$ cat src/rtl/nes_rom_load_arb.sv
// nes_rom_load_arb
//   Arbitrates the NES PRG/CHR RAMs between the external ROM programmer and the
//   running NES. Each rising edge of a programmer strobe produces exactly one
//   RAM write. The first write moves the block from RUN to LOAD. Loading ends
//   after IDLE_TIMEOUT quiet cycles. The NES is then held for a further
//   SETTLE_CYCLES, and load_done pulses when it is released.
//
//   Optional build macro: ROM_LOAD_CHECKSUM_EN builds the additive checksum of
//   written bytes. Without it, checksum is tied to zero.
//
// Ports
//   Clk, Reset_n          clock, asynchronous active-low reset
//   prg_wren, chr_wren    programmer write strobes (level)
//   prgmr_addr/data       programmer byte address / data
//   cpu_addr, ppu_addr    NES read addresses, passed through in RUN
//   prg_mem_*, chr_mem_*  RAM address / write data / write enable
//   nes_hold              holds the NES in reset during LOAD and SETTLE
//   loading               high in LOAD
//   load_done             one-cycle pulse on release of the NES
//   prg_count, chr_count  saturating byte counts for the current load
//   checksum              modulo-256 sum of bytes written in the current load
module nes_rom_load_arb #(
  parameter int IDLE_TIMEOUT  = 1024,
  parameter int SETTLE_CYCLES = 16
) (
  input  logic        Clk,
  input  logic        Reset_n,
  input  logic        prg_wren,
  input  logic        chr_wren,
  input  logic [15:0] prgmr_addr,
  input  logic [7:0]  prgmr_data,
  input  logic [14:0] cpu_addr,
  input  logic [12:0] ppu_addr,
  output logic [14:0] prg_mem_addr,
  output logic [7:0]  prg_mem_wdata,
  output logic        prg_mem_we,
  output logic [12:0] chr_mem_addr,
  output logic [7:0]  chr_mem_wdata,
  output logic        chr_mem_we,
  output logic        nes_hold,
  output logic        loading,
  output logic        load_done,
  output logic [15:0] prg_count,
  output logic [15:0] chr_count,
  output logic [7:0]  checksum
);

  localparam logic [1:0] ST_RUN    = 2'd0;
  localparam logic [1:0] ST_LOAD   = 2'd1;
  localparam logic [1:0] ST_SETTLE = 2'd2;

  localparam logic [15:0] QUIET_LAST  = 16'(IDLE_TIMEOUT - 1);
  localparam logic [7:0]  SETTLE_LAST = 8'(SETTLE_CYCLES - 1);

  function automatic logic [15:0] sat_inc(input logic [15:0] v);
    return (v == 16'hFFFF) ? v : v + 16'd1;
  endfunction

`ifdef ROM_LOAD_CHECKSUM_EN
  function automatic logic [7:0] csum_add(input logic [7:0] base,
                                          input logic [7:0] data,
                                          input logic       add_prg,
                                          input logic       add_chr);
    logic [7:0] sum;
    sum = base;
    if (add_prg) sum = sum + data;
    if (add_chr) sum = sum + data;
    return sum;
  endfunction
`endif

  logic [1:0]  state, state_n;
  logic        prg_wren_p0, chr_wren_p0;
  logic        armed;
  logic        prg_edge, chr_edge, any_edge;
  logic [15:0] quiet_cnt, quiet_n;
  logic [7:0]  settle_cnt, settle_n;
  logic        done_n;
  logic        load_done_r;
  logic        prg_we_p0, chr_we_p0;
  logic [14:0] prg_waddr_p0;
  logic [12:0] chr_waddr_p0;
  logic [7:0]  prg_wdata_p0, chr_wdata_p0;
  logic [15:0] prg_cnt, chr_cnt;
  logic [15:0] prg_cnt_base, chr_cnt_base;
  logic        clr_counts;
  logic        unused_addr_msb;

  // The top programmer address bit does not select either RAM.
  assign unused_addr_msb = prgmr_addr[15];

  // A strobe already high when reset is released must not look like a rising
  // edge. The first cycle after reset therefore only captures the strobe level.
  assign prg_edge = armed & prg_wren & ~prg_wren_p0;
  assign chr_edge = armed & chr_wren & ~chr_wren_p0;
  assign any_edge = prg_edge | chr_edge;

  // A new load starts from RUN and restarts the counts before this edge's write.
  assign clr_counts   = any_edge && (state == ST_RUN);
  assign prg_cnt_base = clr_counts ? 16'd0 : prg_cnt;
  assign chr_cnt_base = clr_counts ? 16'd0 : chr_cnt;

  always_comb begin
    state_n  = state;
    quiet_n  = quiet_cnt;
    settle_n = settle_cnt;
    done_n   = 1'b0;
    case (state)
      ST_RUN: begin
        if (any_edge) begin
          state_n  = ST_LOAD;
          quiet_n  = 16'd0;
          settle_n = 8'd0;
        end
      end
      ST_LOAD: begin
        if (any_edge) begin
          quiet_n = 16'd0;
        end else if (quiet_cnt == QUIET_LAST) begin
          state_n  = ST_SETTLE;
          settle_n = 8'd0;
        end else begin
          quiet_n = quiet_cnt + 16'd1;
        end
      end
      ST_SETTLE: begin
        if (any_edge) begin
          state_n = ST_LOAD;
          quiet_n = 16'd0;
        end else if (settle_cnt == SETTLE_LAST) begin
          state_n = ST_RUN;
          done_n  = 1'b1;
        end else begin
          settle_n = settle_cnt + 8'd1;
        end
      end
      default: state_n = ST_RUN;
    endcase
  end

  // Stage p0: edge detect -> registered RAM write, state and counters
  always_ff @(posedge Clk or negedge Reset_n) begin
    if (!Reset_n) begin
      state       <= ST_RUN;
      prg_wren_p0 <= 1'b0;
      chr_wren_p0 <= 1'b0;
      armed       <= 1'b0;
      quiet_cnt   <= 16'd0;
      settle_cnt  <= 8'd0;
      load_done_r <= 1'b0;
      prg_we_p0   <= 1'b0;
      chr_we_p0   <= 1'b0;
      prg_cnt     <= 16'd0;
      chr_cnt     <= 16'd0;
    end else begin
      state       <= state_n;
      prg_wren_p0 <= prg_wren;
      chr_wren_p0 <= chr_wren;
      armed       <= 1'b1;
      quiet_cnt   <= quiet_n;
      settle_cnt  <= settle_n;
      load_done_r <= done_n;
      prg_we_p0   <= prg_edge;
      chr_we_p0   <= chr_edge;
      if (any_edge) begin
        prg_cnt <= prg_edge ? sat_inc(prg_cnt_base) : prg_cnt_base;
        chr_cnt <= chr_edge ? sat_inc(chr_cnt_base) : chr_cnt_base;
      end
    end
  end

  // Write address/data are only observed while the matching we is high, so
  // they need no reset.
  always_ff @(posedge Clk) begin
    if (prg_edge) begin
      prg_waddr_p0 <= prgmr_addr[14:0];
      prg_wdata_p0 <= prgmr_data;
    end
    if (chr_edge) begin
      chr_waddr_p0 <= prgmr_addr[12:0];
      chr_wdata_p0 <= prgmr_data;
    end
  end

`ifdef ROM_LOAD_CHECKSUM_EN
  logic [7:0] csum;

  always_ff @(posedge Clk or negedge Reset_n) begin
    if (!Reset_n) begin
      csum <= 8'd0;
    end else if (any_edge) begin
      csum <= csum_add(clr_counts ? 8'd0 : csum, prgmr_data, prg_edge, chr_edge);
    end
  end

  assign checksum = csum;
`else
  assign checksum = 8'd0;
`endif

  // A pending write owns the RAM port. Otherwise the NES reads in RUN, and the
  // address is parked at zero while the NES is held.
  assign prg_mem_we    = prg_we_p0;
  assign prg_mem_wdata = prg_wdata_p0;
  assign prg_mem_addr  = prg_we_p0 ? prg_waddr_p0 :
                         (state == ST_RUN) ? cpu_addr : 15'd0;
  assign chr_mem_we    = chr_we_p0;
  assign chr_mem_wdata = chr_wdata_p0;
  assign chr_mem_addr  = chr_we_p0 ? chr_waddr_p0 :
                         (state == ST_RUN) ? ppu_addr : 13'd0;

  assign nes_hold  = (state != ST_RUN);
  assign loading   = (state == ST_LOAD);
  assign load_done = load_done_r;
  assign prg_count = prg_cnt;
  assign chr_count = chr_cnt;

endmodule
$ cat config.mk
export PLATFORM = sky130hd
export DESIGN_NAME = nes_rom_load_arb
export DESIGN_NICKNAME = d
export VERILOG_FILES = /design/src/rtl/nes_rom_load_arb.sv
export SDC_FILE = /design/constraint.sdc
export NUM_CORES = 1
export LEC_CHECK = 0
export BUFFER_PORTS_ARGS = -buffer_cell sky130_fd_sc_hd__buf_2
export CAP_MARGIN = 30
export CORE_UTILIZATION = 45
export CTS_CLUSTER_SIZE = 8
export DETAILED_ROUTE_END_ITERATION = 6
export PLACE_DENSITY_LB_ADDON = 0.25
export SYNTH_ARGS = -nofsm -noshare
export SYNTH_HDL_FRONTEND = slang
export SYNTH_SLANG_ARGS = --single-unit
$ cat constraint.sdc
create_clock -name Clk -period 2.8 [get_ports Clk]
set_input_delay 0.56 -clock Clk [delete_from_list [all_inputs] [get_ports Clk]]
set_output_delay 0.56 -clock Clk [all_outputs]
set_load 0.1 [all_outputs]
# Word-level counts from Yosys, hierarchy flattened
# Index checks and enable logic that the tools add are counted.
[word_totals]
ff_bits = 108
wordCells = 78
[classes]
n_addsub = 4
n_eq_ne = 14
n_mux = 29
bitwise_logic = 7
n_reduce_logical = 9
[op_table]
columns = ["cell", "count"]
rows = [
  ["$mux 16", 9],
  ["$add 16x1->16 const B", 3],
  ["$mux 8", 5],
  ["$eq 16x16->1 const B", 2],
  ["$pmux 16 s2", 1],
  ["$mux 15", 2],
  ["$mux 13", 2],
  ["$pmux 8 s3", 1],
  ["$eq 16x10->1 const B", 1],
  ["$mux 2", 5],
  ["$add 8x1->8 const B", 1],
  ["$eq 8x4->1 const B", 1],
  ["$ne 2x2->1 const B", 4],
  ["$ne 3x3->1 const B", 2],
  ["$pmux 2 s3", 1],
  ["$reduce_and 6->1", 1],
  ["$and 1x1->1", 4],
  ["$ne 2x1->1 const B", 2],
  ["$reduce_and 4->1", 1],
  ["$reduce_bool 2->1", 2],
  ["$mux 1", 3],
  ["$reduce_and 3->1", 1],
  ["$reduce_bool 3->1", 1],
  ["$eq 2x1->1 const B", 1],
  ["6 further kinds", 7],
]

# Depth between registers and ports, before layout
# Gate-level depths: netlist (run 1).
[depth]
ltp_word = 8
mapped_depth = 12
depth_no_buf = 10

# Least setup slack after synthesis (run 1)
# No wires, ideal clock.
[synth_timing]
path_kind = "register to output"
from = "register chr_we_p0, in the netlist chr_mem_we"
to = "output port chr_mem_addr[10]"
arrival_time_ns = 3.212
required_ns = 2.240
path_slack_ns = -0.972
stages_incl_launch_ff = 3
n_path_buf = 1
path_cell_list = "dfrtp_1 > clkbuf_1 > o21ai_0"
[synth_via]
elab_chain_cells = 1
[synth_lines]
columns = ["item", "line", "source"]
rows = [
  ["start: declaration", "80", "logic prg_we_p0, chr_we_p0;"],
  ["start signal: assignment", "164", "chr_we_p0 <= chr_edge;"],
  ["$mux 13", "209", "assign chr_mem_addr = chr_we_p0 ? chr_waddr_p0 :"],
  ["end: declaration", "37", "output logic [12:0] chr_mem_addr,"],
]
# No other way between the ends.

# Final worst setup path (run 1)
[layout_timing]
from = "input port chr_wren"
to = "register prg_cnt[3], in the netlist prg_count[3]"
[layout_via]
elab_chain_cells = 8
[layout_lines]
columns = ["item", "line", "source"]
rows = [
  ["start: declaration", "29", "input logic chr_wren,"],
  ["$and 1x1->1 (*) (2 in a row)", "95", "assign chr_edge = armed & chr_wren & ~chr_wren_p0;"],
  ["$or 1x1->1 (*)", "96", "assign any_edge = prg_edge | chr_edge;"],
  ["$logic_and 1x1->1", "99", "assign clr_counts = any_edge && (state == ST_RUN);"],
  ["$mux 16", "100", "assign prg_cnt_base = clr_counts ? 16'd0 : prg_cnt;"],
  ["$add 16x1->16 / $eq 16x16->1 (equally long branches)", "56", "return (v == 16'hFFFF) ? v : v + 16'd1;"],
  ["$mux 16", "56", ""],
  ["$mux 16", "166", "prg_cnt <= prg_edge ? sat_inc(prg_cnt_base) : prg_cnt_base;"],
  ["end signal: assignment", "166", ""],
  ["end: declaration", "84", "logic [15:0] prg_cnt, chr_cnt;"],
]
# Mark *: on every way between the ends. The rest lies on a longest branch, timed or not.
# A chain may end at the register's enable or synchronous reset.

==> reports/results.ini, run 1 <==
[status]
status = complete, no violations

[placement]
dpl.hpwl_um = 8720
place_ws_ns = 0.0257
port_buffers = 135
gp_congestion = 0.832
dp.cells = 771

[synthesis]
synthTopCellsByArea = dfrtp_1, edfxtp_1, nand2_1
synth_top_area_share_pct = 31.1
synth.most_common_cell = nand2_1
synth_top_flop_cell = dfrtp_1
yosys-top-cells-count = nand2_1, dfrtp_1, nor2_1
synth_largest_area_cell = dfrtp_1
synth_warnings = 0
synthCells = 495
syn_area_per_cell_um2 = 10.4
synth-seq-area-share_pct = 56.7
synth_seq_cells = 108
synthesis.area_um2 = 5160
synth_edf_count = 44
async_flop_share_pct = 59.3
synth_cell_types = 57

[die]
initial_core_util_pct = 46.9
row_count = 38
num_io_pins = 145
die_w_um = 109
core_area_um2 = 11000
die_h_um = 109
dieArea_um2 = 11900

[worst_setup_path]
critPathArrivalTime_ns = 2.61
crit_path_end_kind = register
path_class = in2reg
start_kind = input pin
critPathRequiredTime_ns = 3.03
crit_path_max_fanout = 8

[clock_tree]
ctsResizeCount = 0
numCtsBuffers = 9
htreeDepth = 3
worstSkewPairLatency_ns = 0.35
clk_pin_slew_ns = 0.07
cts_setup_buffers = 0
clock_tree.buffer_depth = 2
tritoncts = yes
ctsHoldBuffers = 0
cts_root_buffer = clkbuf_16
cts.sinks = 108

[sta]
worst_slack_ns = 0.416
maxSlewViolCount = 0
worst_pin_slew_ns = 0.805
min_period_ns = 2.38
setup_viol_count_final = 0
relSlewSlack_pct = 46.4
finalHoldViolCount = 0
finalCritPeriodShare_pct = 85.1
finalClockSkew_ns = 0.00718
rsz0062_at_grt = false
fmax_ghz = 0.420

[route]
drt_iter0_markers = 254
wl_met3_um = 505
routed_wl_um = 11900
wl_met2_um = 6260
via_count = 4190
m1WireLength_um = 4910
dr.pass1.iters = 5
ant_nets = 0
wl_per_cell_um = 15.1
highest_layer = met4
viasPerCell = 5.32
drc_errors = 0

[power]
power.share.sequential_pct = 42.9
switching_share_pct = 36.1
ir_worst_vdd_v = 0.000937
p_comb_share_pct = 25.4
total_leakage_power_nw = 3.04
power_density_nw_per_um2 = 642
pwr-share-clk_pct = 31.7
p_switching_mw = 1.59
power.internal_mw = 2.81

[final_layout]
num_antenna_cells = 0
synthToLayoutAreaGrowth_pct = 32.7
stdcell_count = 787
post-route-util_pct = 62.3
drive_above_1_share_pct = 30.0
final_net_count = 702

[job]
cap_violations = 0

[global_routing]
grt_pass1_wl_um = 19200
grt_max_degree = 39
gr-total-overflow = 0
grt_pass1_vias = 4016
grtUsageTotal_pct = 21.0
antenna_found_initial = 0

[min_path]
hp-class = in2async

-- flip-flops by register name (all words and copies together) (netlist names), 8 cells and up --
signal         flops
prg_waddr_p0      15
chr_count         16
chr_waddr_p0      13
settle_cnt         8
chr_mem_wdata      8
quiet_cnt         16
prg_count         16
prg_mem_wdata      8
-- cells in the final DEF, fill, tap and decap left out, types with 6 or more instances in the layout --
| master | n |
|---|---|
| buf_2 | 107 |
| nand2_1 | 93 |
| dfrtp_1 | 64 |
| nor2_1 | 49 |
| edfxtp_1 | 44 |
| buf_12 | 29 |
| xor2_1 | 28 |
| o21ai_1 | 25 |
| buf_4 | 19 |
| nand3_1 | 18 |
| and3_1 | 16 |
| nand4_1 | 13 |
| o211ai_1 | 9 |
| conb_1 | 9 |
| clkbuf_16 | 9 |
| xnor2_1 | 7 |
| nor3_1 | 7 |
| and2_1 | 6 |
| o21ai_2 | 6 |
| and4_1 | 6 |
| o21ai_0 | 6 |
-- metrics by stage --
stage	total power, mW	TNS (ns)	hold slack (ns)	instance area [µm²]
finish	4.39	0	0.226	6840
floorplan	2.76	-4.67	0.264	5200
global route	4.55	0	0.272	6840
detailed placement	3.03	0	0.514	6500
global placement	3.01	0	0.506	6500
CTS	4.43	0	0.246	6840
-- layer usage --
| layer | vias to the layer above | GRT usage, % |
|---|---|---|
| li1 | 2038 | - |
| met1 | 2015 | 25.4 |
| met2 | 125 | 37.7 |
| met3 | 12 | 3.29 |
| met4 | 0 | 7.05 |
| met5 | - | 0 |
-- cell families after synthesis --
group / count (synthesis) / synth area share (%)
flops: 108 / 56.7
mux: 7 / 1.43
other cells: 2 / 0.146
buf+inv: 32 / 3.03
xor+xnor: 35 / 5.95
compound gates: 74 / 9.44
simple gates: 233 / 22.3
fa+ha+maj: 4 / 0.971
-- power groups by stage --
| stage | logic (mW) | registers [mW] | clock network [mW] |
|---|---|---|---|
| after floorplan | 0.343 | 2.42 | 0 |
| after global placement | 1.10 | 1.91 | 0 |
| after detailed placement | 1.11 | 1.92 | 0 |
| after CTS | 1.12 | 1.88 | 1.42 |
| after global routing | 1.17 | 1.90 | 1.47 |
| final | 1.11 | 1.89 | 1.39 |
-- final timing paths --
kind                               start            end  slack, ns  cells past startpoint
setup / recovery                chr_wren   prg_count[3]       0.42                     12
hold / removal                   Reset_n  settle_cnt[3]       0.23                      1
setup reg to reg             chr_wren_p0   prg_count[1]       0.42                     10
hold reg to reg            quiet_cnt[14]  quiet_cnt[14]       0.53                      2
max in group asynchronous        Reset_n   quiet_cnt[1]       1.96                      2
min in group Clk                chr_wren    chr_wren_p0       0.33                      1
-- final cells by class --
type	count	area, µm²
clock buffers	9	225
multi-input cells	362	2130
repair buffers	155	1260
inverters	6	22.5
flip-flops and latches	108	2920
clock inverters	7	111
fillers	887	4140
well taps	140	175
-- critical path, stage by stage --
cell      delay (ns)
buf_2           0.10
nor2b_1         0.16
o211ai_1        0.17
buf_4           0.18
and2_1          0.17
ha_1            0.18
nand2_1         0.09
nor4_4          0.32
a31oi_2         0.21
and4_1          0.25
xnor2_1         0.15
nor2_1          0.06
(Power assumes the default switching activity.)
==> run 2: changes to the inputs <==
Settings changed: CORE_UTILIZATION 45 to 52.
==> run 2 against run 1 <==
  * Sequential cell count did not move
  * Highest routed layer unchanged
  * Critical endpoint is now chr_mem_addr[7]
  * Critical path type is now reg2out
  * Maximum frequency shrank 2.0%
  * Cell count decreased by 1.1%
==> reports/results.ini, run 2 (same netlist as run 1, synthesis figures left out) <==
[status]
status = complete, no violations

[power]
p_comb_share_pct = 28.4
total_leakage_power_nw = 2.99
switching_share_pct = 40.2
p_switching_mw = 1.59
pwr-share-clk_pct = 23.9
power_mw = 3.95
power.share.sequential_pct = 47.8
power_density_nw_per_um2 = 589
ir_worst_vdd_v = 0.00117
power.internal_mw = 2.36

[die]
row_count = 35
initial_core_util_pct = 54.8
die_h_um = 102
num_io_pins = 145
die_w_um = 102
dieArea_um2 = 10300
core_area_um2 = 9420

[placement]
dpl.hpwl_um = 8900
port_buffers = 135
placed_area_um2 = 6480
gp_congestion = 0.857
dp.cells = 760

[route]
dr.pass1.iters = 5
viasPerCell = 5.44
drt_iter0_markers = 243
routed_wl_um = 12100
via_count = 4235
wl_per_cell_um = 15.5
drc_errors = 0
ant_nets = 0

[sta]
maxSlewViolCount = 0
setup_viol_count_final = 0
fmax_ghz = 0.411
worst_pin_slew_ns = 0.798
relSlewSlack_pct = 46.8
min_period_ns = 2.43
rsz0062_at_grt = false
finalClockSkew_ns = 0.0103
finalHoldViolCount = 0
finalCritPeriodShare_pct = 86.8

[worst_setup_path]
rrSetupSlack_ns = 0.41
r2r-end = prg_count[5]
crit_path_max_fanout = 32
start_kind = register
crit_path_end_kind = output pin
critPathRequiredTime_ns = 2.24
r2r_cells = 11
path_class = reg2out
critPathArrivalTime_ns = 1.87
r2r_start = prg_wren_p0

[min_path]
hp-start = prg_wren
holdPathStages = 1
hp-class = in2reg
holdPathEnd = prg_wren_p0

[final_layout]
synthToLayoutAreaGrowth_pct = 30.2
drive_above_1_share_pct = 30.0
final_area_um2 = 6710
final_net_count = 704
stdcell_count = 778
num_antenna_cells = 0
fillers = 668
final_cell_mix = buf_2, nand2_1, dfrtp_1
final_common_cell = buf_2

[global_routing]
grtUsageTotal_pct = 23.5
gr-total-overflow = 0
antenna_found_initial = 0
grt_pass1_wl_um = 18800
grt_pass1_vias = 3948
grt_max_degree = 43

[clock_tree]
cts_root_buffer = clkbuf_8
clock_tree.buffer_depth = 2
tritoncts = yes
worstSkewPairLatency_ns = 0.37
cts.sinks = 108
clk_pin_slew_ns = 0.11
htreeDepth = 3
numCtsBuffers = 9

[job]
cap_violations = 0

[run 2: cell count changes in the layout (fill, tap and decap cells not counted), moves of 2 or more]
cell | before | now
clkbuf_16 | 9 | 0
clkbuf_8 | 0 | 9
bufinv_16 | 2 | 0
clkinv_4 | 3 | 1
inv_6 | 1 | 3
[run 2: metrics by stage]
stage               hold WS (ns)  utilization [%]  TNS, ns  setup WS (ns)
floorplan                  0.264                -    -4.67         -0.248
global placement           0.506             68.8        0          0.164
detailed placement         0.512             68.8        0          0.131
CTS                        0.304             71.0        0          0.348
global route               0.300             71.3        0          0.251
finish                     0.310             71.3        0          0.368
[run 2: what timing repair did]
item,in CTS,in global routing
buffers inserted,0,0
endpoints found under the hold margin,0,3
gates resized for setup,0,0
hold buffers,0,1
[run 2: per-layer routing]
| layer | vias to the layer above | GRT usage (%) | routed length, µm |
|---|---|---|---|
| li1 | 2044 | - | - |
| met1 | 2006 | 30.2 | 5110 |
| met2 | 166 | 40.9 | 6080 |
| met3 | 19 | 3.52 | 675 |
| met4 | 0 | 8.03 | 185 |
| met5 | - | 0 | 0 |
[run 2: final cells by class]
class                   count  area [µm²]  share of cell area, %
flip-flops and latches    108        2920                   43.5
multi-input cells         362        2130                   31.7
repair buffers            157        1280                   19.0
well taps                 129         161                   2.40
clock buffers               9         124                   1.85
clock inverters             7        78.8                   1.17
inverters                   6        22.5                  0.336
[run 2: worst max path at each step]
stage / from / endpoint / depth (start not counted)
after floorplan: chr_mem_we / chr_mem_addr[10] / 2
after global placement: prg_wren / prg_count[5] / 12
after CTS: chr_mem_we / chr_mem_addr[5] / 3
after detailed placement: chr_wren / prg_count[5] / 12
final: state[1] / chr_mem_addr[7] / 5
after global routing: chr_mem_we / chr_mem_addr[11] / 3
[run 2: power by group through the flow]
stage	combinational [mW]	sequential, mW	clock [mW]
4_1_cts	1.12	1.89	0.958
5_1_grt	1.17	1.91	1.02
3_3_place_gp	1.10	1.91	0
6_report	1.12	1.89	0.943
3_5_place_dp	1.12	1.92	0
2_1_floorplan	0.343	2.42	0
[run 2: critical path, cell delays in order (launching register included)]
cell,delay (ns)
dfrtp_1,0.40
nor2_2,0.17
buf_4,0.33
nand2_1,0.11
o21ai_1,0.25
buf_12,0.22
==> run 3: changes to the inputs <==
Settings changed: CORE_UTILIZATION 52 to 54, CTS_BUF_LIST set to sky130_fd_sc_hd__clkbuf_2, PLACE_DENSITY set to 0.85, PLACE_DENSITY_LB_ADDON 0.25 to not set.
==> run 3 against run 2 <==
  * Worst hold slack worse by 0.23 ns
  * Sequential share of layout area increased by 0.68 points
  * Setup slack worse by 0.19 ns
  * First-iteration DRC count rose by 34%
  * Critical path depth shrank 2
  * Global-route usage is 1.5 points higher
  * Total power fell by 5.5%
  * Clock skew rose by 0.025 ns
  * Routed wire length fell by 2.0%
  * Critical endpoint is now chr_mem_addr[1]
==> reports/results.ini, run 3 (same netlist as run 1, synthesis figures left out) <==
[sta]
min_period_ns = 2.62
fin_setup_tns_ns = 0
worst_pin_slew_ns = 0.757
maxSlewViolCount = 0
hold_ws_ns = 0.0789
finalCritPeriodShare_pct = 93.7
finalHoldViolCount = 0
fmax_ghz = 0.381
relSlewSlack_pct = 49.5
rsz0062_at_grt = false
finalClockSkew_ns = 0.0349
worst_slack_ns = 0.177
setup_viol_count_final = 0

[final_layout]
stdcell_count = 774
final_net_count = 700
num_antenna_cells = 0
final_common_cell = buf_2
drive_above_1_share_pct = 29.6
synthToLayoutAreaGrowth_pct = 28.2
final_cell_mix = buf_2, nand2_1, dfrtp_1

[min_path]
hp-start = chr_wren
hp-class = in2reg

[power]
power_density_nw_per_um2 = 565
total_leakage_power_nw = 2.95
ir_worst_vdd_v = 0.00118

[die]
core_area_um2 = 9240
initial_core_util_pct = 55.8
die_w_um = 99.7
die_h_um = 99.7
num_io_pins = 145
dieArea_um2 = 9940
row_count = 35

[global_routing]
grt_max_degree = 36
grt_pass1_vias = 4039
antenna_found_initial = 0
grtUsageTotal_pct = 25.0
grt_pass1_wl_um = 19500
gr-total-overflow = 0

[clock_tree]
clock_tree.buffer_depth = 2
cts.sinks = 108
numCtsBuffers = 9
cts_root_buffer = clkbuf_2
cts_setup_buffers = 0
worstSkewPairLatency_ns = 0.58
htreeDepth = 3
tritoncts = yes
clk_pin_slew_ns = 0.31

[route]
viasPerCell = 5.50
drt_iter0_markers = 325
ant_nets = 0
routed_wl_um = 11800
m1WireLength_um = 4860
wl_per_cell_um = 15.3
wl_met3_um = 715
dr.pass1.iters = 5
highest_layer = met4
via_count = 4259
wl_met2_um = 6010
drc_errors = 0

[worst_setup_path]
crit_path_max_fanout = 27
critPathArrivalTime_ns = 2.06
crit_path_top_delay_cell = dfrtp_1
critPathMaxStageDelay_ns = 0.91
crit_path_end_kind = output pin
crit_path_cell_trace = nand2_1 -> o21ai_1 -> buf_12
worstPathBufferInverterCount = 1
crit_family = flip-flops
critPathRequiredTime_ns = 2.24
path_class = reg2out
start_kind = register
r2r_start = state[1]
crit_start = chr_mem_we

[placement]
dpl.hpwl_um = 8740
gp_congestion = 0.892
place_ws_ns = 0.0452
dp.cells = 757
port_buffers = 135

[job]
cap_violations = 0

[status]
status = complete, no violations

## run 3: changes by cell type in the layout (fill, tap and decap cells not counted), sizes merged
| cell | delta |
|---|---|
| buf | -5 |
| clkbuf | +1 |
## run 3: layer usage
metal	up-vias	track usage [%]
li1	2023	-
met4	0	8.48
met1	2022	31.4
met2	192	43.4
met5	-	0
met3	22	4.99
## run 3: path summary, 6_finish.rpt
path	slack, ns	end	cells after the start
min in group asynchronous	0.52	chr_mem_we	2
worst min-delay path	0.08	chr_wren_p0	1
worst min register to register	0.57	settle_cnt[1]	1
worst max-delay path	0.18	chr_mem_addr[1]	3
max in group asynchronous	1.65	chr_count[11]	3
worst max register to register	0.41	chr_count[3]	11
## run 3: final cells by class
cell class	count	area, µm²
Sequential cell	108	2920
Fill cell	649	2630
Multi-Input combinational cell	362	2130
Timing Repair Buffer	153	1250
Tap cell	129	161
Clock inverter	7	78.8
Clock buffer	9	45.0
Inverter	6	22.5
## run 3: through the flow
stage	total power [mW]	utilization [%]	cell area (µm²)
6_report	3.73	71.5	6610
5_1_grt	3.88	71.5	6610
4_1_cts	3.74	71.5	6600
3_5_place_dp	3.04	70.0	6470
3_3_place_gp	3.00	70.0	6470
2_1_floorplan	2.76	-	5200
## run 3: repair_timing
item	in CTS	in global routing
endpoints found under the hold margin	24	0
hold buffers	1	0
setup endpoints to repair	0	3
gates resized for setup	0	2
## run 3: power breakdown
part	switching, mW	internal (mW)	total (mW)
logic	0.877	0.236	1.11
registers	0.132	1.77	1.90
clock network	0.569	0.154	0.723
## run 3: worst reg2reg max path: cells and delay by family, from the launching register on
family	cells	cell delay [ns]
XOR/XNOR	1	0.16
AO/OA/AOI/OAI	2	0.32
buffers and inverters	2	0.41
flip-flops	1	0.46
adder cells (fa/ha/maj)	1	0.25
AND/OR/NAND/NOR	5	0.75
